$ cat config.mk
export PLATFORM = sky130hd
export DESIGN_NAME = lsu
export DESIGN_NICKNAME = d
export VERILOG_FILES = /design/src/rtl/lsu.sv
export SDC_FILE = /design/constraint.sdc
export NUM_CORES = 1
export LEC_CHECK = 0
export CAP_MARGIN = 20
export CORE_MARGIN = 2
export CORE_UTILIZATION = 39
export DETAILED_ROUTE_END_ITERATION = 16
export PLACE_DENSITY = 0.82
export REMOVE_ABC_BUFFERS = 1
export SYNTH_ARGS = -nofsm -noshare
export SYNTH_HDL_FRONTEND = slang
export SYNTH_SLANG_ARGS = --single-unit
$ cat constraint.sdc
create_clock -name clk -period 3.1 [get_ports clk]
set_clock_uncertainty 0.2 [all_clocks]
set_input_delay 0.62 -clock clk [delete_from_list [all_inputs] [get_ports clk]]
set_output_delay 0.62 -clock clk [all_outputs]
set_load 0.01 [all_outputs]
$ cat src/rtl/lsu.sv
// Per-thread load/store unit: turns an accepted LDR/STR into one data-memory request and returns load data.
// Latency: issue edge -> REQUESTING -> WAITING (valid high) -> DONE on the ready edge; 3 edges minimum.
// Backpressure: valid, address and data hold in WAITING until the matching ready; DONE holds until retire.
module lsu #(
  parameter int ADDR_BITS = 8,
  parameter int DATA_BITS = 8
) (
  input  logic                 clk,
  input  logic                 reset,
  input  logic                 enable,
  input  logic                 issue,
  input  logic                 retire,
  input  logic                 is_load,
  input  logic                 is_store,
  input  logic [DATA_BITS-1:0] rs_data,
  input  logic [DATA_BITS-1:0] rt_data,
  output logic                 mem_read_valid,
  output logic [ADDR_BITS-1:0] mem_read_address,
  input  logic                 mem_read_ready,
  input  logic [DATA_BITS-1:0] mem_read_data,
  output logic                 mem_write_valid,
  output logic [ADDR_BITS-1:0] mem_write_address,
  output logic [DATA_BITS-1:0] mem_write_data,
  input  logic                 mem_write_ready,
  output logic [1:0]           lsu_state,
  output logic [DATA_BITS-1:0] lsu_out,
  output logic                 wb_valid,
  output logic                 busy
);

  typedef enum logic [1:0] {
    ST_IDLE       = 2'b00,
    ST_REQUESTING = 2'b01,
    ST_WAITING    = 2'b10,
    ST_DONE       = 2'b11
  } state_t;

  state_t                state_q, state_d;
  logic                  op_load_q, op_load_d;
  logic [ADDR_BITS-1:0]  addr_q, addr_d;
  logic [DATA_BITS-1:0]  wdata_q, wdata_d;
  logic [DATA_BITS-1:0]  lsu_out_q, lsu_out_d;
  logic                  wb_valid_q, wb_valid_d;

  logic accept;
  logic req_done;

  // Issue is taken only from IDLE on an active thread with an unambiguous opcode.
  assign accept   = (state_q == ST_IDLE) && enable && issue && (is_load ^ is_store);
  // Only the ready matching the latched operation completes the handshake.
  assign req_done = op_load_q ? mem_read_ready : mem_write_ready;

  // Next-state and datapath latch decisions.
  always_comb begin
    state_d    = state_q;
    op_load_d  = op_load_q;
    addr_d     = addr_q;
    wdata_d    = wdata_q;
    lsu_out_d  = lsu_out_q;
    wb_valid_d = 1'b0;
    unique case (state_q)
      ST_IDLE: begin
        if (accept) begin
          op_load_d = is_load;
          addr_d    = rs_data[ADDR_BITS-1:0];
          if (is_store) wdata_d = rt_data;
          state_d   = ST_REQUESTING;
        end
      end
      ST_REQUESTING: begin
        state_d = ST_WAITING;
      end
      ST_WAITING: begin
        if (req_done) begin
          state_d = ST_DONE;
          if (op_load_q) begin
            lsu_out_d  = mem_read_data;
            wb_valid_d = 1'b1;
          end
        end
      end
      ST_DONE: begin
        // A coincident issue is dropped; the scheduler must reissue from IDLE.
        if (retire) state_d = ST_IDLE;
      end
      default: state_d = ST_IDLE;
    endcase
  end

  // State and datapath registers; reset clears every visible output immediately.
  always_ff @(posedge clk or negedge reset) begin
    if (!reset) begin
      state_q    <= ST_IDLE;
      op_load_q  <= 1'b0;
      addr_q     <= '0;
      wdata_q    <= '0;
      lsu_out_q  <= '0;
      wb_valid_q <= 1'b0;
    end else begin
      state_q    <= state_d;
      op_load_q  <= op_load_d;
      addr_q     <= addr_d;
      wdata_q    <= wdata_d;
      lsu_out_q  <= lsu_out_d;
      wb_valid_q <= wb_valid_d;
    end
  end

  // Valids are decoded from state so they fall in the same cycle as an async reset.
  assign mem_read_valid    = (state_q == ST_WAITING) &&  op_load_q;
  assign mem_write_valid   = (state_q == ST_WAITING) && !op_load_q;
  assign mem_read_address  = addr_q;
  assign mem_write_address = addr_q;
  assign mem_write_data    = wdata_q;
  assign lsu_state         = state_q;
  assign lsu_out           = lsu_out_q;
  assign wb_valid          = wb_valid_q;
  assign busy              = (state_q != ST_IDLE);

endmodule

==> results.md <==
- The flow ran to the end, and the final reports show no timing, DRC or antenna violations.
- Global routing finished with a remaining overflow of 0.
- Entering global routing, the biggest net connects 19 pins.
- The number of synthesis warnings is 0.
- The kind of cell adding the most delay to the critical path is buffers and inverters.
- Relative to the synthesized area, the layout overhead comes to 59.00%.
- The max-capacitance violation count is 0.
- The total half-perimeter wirelength after legalization and detailed placement is 2235 um.
- The slew at the pin with the worst max-slew slack is a little under 500 ps.
- The average instance in the mapped netlist occupies 14.47 um^2.
- The area share of the largest cell type after synthesis is 0.5697.
- The category of the critical setup timing path is reg -> out.
- The cell area after technology mapping is 1230 um^2.
- Setup repair after global routing left no endpoint under its margin.
- The part of the Yosys area used for sequential elements is 0.5697.
- The chip width is 60.16 um.
- The class of the tightest hold or removal check is reg -> reg.
- In the final routed layout, each cell accounts on average for 13.72 um.
- Adding up every negative setup slack in the final design gives 0 ps.
- The number of hold buffers added after CTS is 0.
- The final RePlAce weighted congestion is 0.8124.
- The global router's overall resource usage is 0.1568.
- The number of nets with antenna violations after detailed routing is 0.
- Buffers added to address setup during post-CTS repair amount to 0.
- The stage delay of the slowest cell on the critical path is 550 ps.
- The via count of the first global-routing pass is 936.
- In this run the tool buffered the top-level ports with 70 buffer cells.
- The number of diodes added for antenna fixing is 0.
- The first routing iteration left 23 violations.
- The total number of clock tree sinks is 28.
- Clock-pin slew was measured on the worst setup and hold paths at 140 ps.
- The die area is about 3600 um^2.
- The count of boundary I/O pins is just over 70.
- The CTS tree is built.
- At the worst endpoint, the arrival time is 1740 ps.
- Before antenna repair, the detailed router went through 4 iterations.
- After floorplanning, the core was divided into 20 placement rows.
- The number of cells produced by synthesis is 85.
- For this design the static power due to leakage is 0.0008235 uW.
- The share of the clock period used by the worst path after layout is 0.8257.
- The final routed DRC violation total is 0.
- The fraction of final layout cells sized beyond drive strength 1 is 0.2185.
- The cell accounting for the most synthesized area is sky130_fd_sc_hd__dfrtp_1.
- The number of setup violations in the final report is 0.
- The area of the core is 3028 um^2.
- The worst-path cell with the longest stage delay is sky130_fd_sc_hd__clkdlybuf4s50_1.
- The worst slew slack as a fraction of its limit is 0.6720.
- At the worst endpoint, the required time is roughly 2300 ps.
- In this run the number of cells on the critical path is 4.
- CTS built an H-tree with a depth of 1.
- For this run, the post-layout net count is 189.
- The routed wire length is approximately 2700 um.
- The largest fanout on the critical path is 4.
- The peak supply drop is ~0.45 mV.
- The CTS root buffer is sky130_fd_sc_hd__clkbuf_4.
- The finished cells cover 1956 um^2.
- Traced cell by cell, the critical path runs through inv_1 > ha_1 > nor2b_1 > clkdlybuf4s50_1.
- The later pin in the worst-skew pair is clocked with a latency of 310 ps.
- Derived from the worst setup path, the maximum achievable clock frequency is 390.7 MHz.
- The power per cell area is 909.1 nW/um^2.
- The cell count of the worst reg-to-reg path is 6.
- The final number of hold-violating endpoints came to 0.
- The placed standard-cell area is 1933 um^2.
- The number of gates resized after CTS was 0.
- The worst hold path depth is 1.
- The fill cell total of the finished layout is 240.
- In the routed layout, each cell is associated on average with a via count of 4.605.
- The number of clock buffers inserted by TritonCTS is 3.
- The final period demand of the worst path is 2560 ps.
- The number of pins with negative max-slew slack in the final report is 0.
- The element type at the critical path end is an output port.
- The number of buffer and inverter stages on the critical path is 2.
- The initial antenna violation count came to 0.
- The first global-routing pass estimated about 4200 um of wire.
- In the post-synthesis netlist, the biggest area contributors are sky130_fd_sc_hd__dfrtp_1 57%, sky130_fd_sc_hd__mux2_2 22%, sky130_fd_sc_hd__buf_4 4.9%.
- The post-synthesis sequential element count is 28.
- The clock passes through at most 2 buffers.
- The via count of the routed design is 898.
- Synthesis instantiated 19 different standard cells from the library.
- For this configuration, the core starts out at a cell density of 0.4062.
- The type of element launching the critical path is a register.
- The floorplan die height is around 60 um.
## layout make-up
class	instances	area (um^2)	area share
inverter	5	18.77	0.009597
timing repair buffer	71	708.2	0.3621
tap	44	55.05	0.02815
multi-input combinational	44	450.4	0.2303
clock buffer	3	22.52	0.01152
sequential	28	700.7	0.3583
## cells in the final DEF, fill, tap and decap left out, drive strengths merged
master | synthesis | final
nor2 | 2 | 2
buf | 8 | 1
nor3 | 1 | 1
nand3 | 1 | 1
nor2b | 2 | 2
ha | 3 | 3
inv | 5 | 5
o21a | 1 | 1
dfrtp | 28 | 28
mux2i | 1 | 1
and2 | 1 | 1
clkdlybuf4s50 | 0 | 70
a21oi | 1 | 1
nand2 | 2 | 2
o32a | 1 | 1
xnor2 | 1 | 1
clkbuf | 0 | 3
mux2 | 25 | 25
o21ai | 2 | 2
## cell families (layout without fill, tap and decap cells)
kind of cell    count (synthesis)  after routing  share of synthesized area
buf+inv                        13             79                    0.06409
flops                          28             28                     0.5697
xor+xnor                        1              1                   0.007122
simple gates                    9              9                    0.06104
mux                            26             26                     0.2401
compound gates                  5              5                    0.02746
fa+ha+maj                       3              3                    0.03052
## routing by layer
| metal | vias up | global-route usage | part of all wire |
|---|---|---|---|
| li1 | 417 | - | - |
| met1 | 433 | 0.1731 | 0.41 |
| met2 | 46 | 0.2686 | 0.48 |
| met3 | 2 | 0.05195 | 0.11 |
| met4 | 0 | 0.07619 | 0.0056 |
| met5 | - | 0 | 0 |
## path summary, 6_finish.rpt
kind                                   start           endpoint  slack [ps]
worst max-delay path            lsu_state[0]    mem_write_valid         540
worst min-delay path              lsu_out[0]         lsu_out[0]         320
worst max register to register  lsu_state[0]       lsu_state[1]        1140
worst min register to register    lsu_out[0]         lsu_out[0]         320
max in group asynchronous              reset         lsu_out[0]        1660
min in group asynchronous              reset  mem_write_data[2]         420
## synth_stat cells
library cell               n
sky130_fd_sc_hd__dfrtp_1  28
sky130_fd_sc_hd__mux2_2   24
sky130_fd_sc_hd__buf_4     8
sky130_fd_sc_hd__inv_1     5
sky130_fd_sc_hd__ha_1      3
sky130_fd_sc_hd__nand2_1   2
sky130_fd_sc_hd__nor2b_1   2
sky130_fd_sc_hd__o21ai_0   2
sky130_fd_sc_hd__a21oi_1   1
sky130_fd_sc_hd__and2_1    1
sky130_fd_sc_hd__mux2_4    1
sky130_fd_sc_hd__mux2i_1   1
sky130_fd_sc_hd__nand3_4   1
sky130_fd_sc_hd__nor2_1    1
sky130_fd_sc_hd__nor2_4    1
sky130_fd_sc_hd__nor3_4    1
sky130_fd_sc_hd__o21a_1    1
sky130_fd_sc_hd__o32a_2    1
sky130_fd_sc_hd__xnor2_1   1
## flip-flops by register name, indices dropped and copies added, names as in the netlist
| register | count |
|---|---|
| lsu_out | 8 |
| lsu_state | 2 |
| mem_read_address | 8 |
| mem_write_data | 8 |
| op_load_q | 1 |
| wb_valid | 1 |
## metrics by stage
stage / setup WS (ps) / power [uW] / hold slack [ps] / utilization / std cells
6_report: 540.3 / 1778 / 321.7 / 0.6459 / 195
5_1_grt: 421.2 / 1896 / 333.4 / 0.6459 / 195
4_1_cts: 502.6 / 1808 / 327.6 / 0.6459 / 195
3_5_place_dp: 725.8 / 1666 / 297.5 / 0.6384 / 192
3_3_place_gp: 763.1 / 1624 / 289.5 / 0.6384 / 192
2_1_floorplan: 1262 / 1060 / 124.4 / - / 77
## power breakdown
group          switching (uW)  internal [uW]
combinational             349            639
clock                    91.9           45.3
sequential                111            542
## worst register-to-register path: cells and delay by family, from the launching register on
kind	cells	cell delay [ps]
DFF	1	440
and+or+nand+nor	2	390
muxes	1	300
adders and majority gates	1	250
AOI/OAI and AO/OA	1	190
buffers and inverters	1	90
Note: power is estimated with default switching activity, not from simulation.
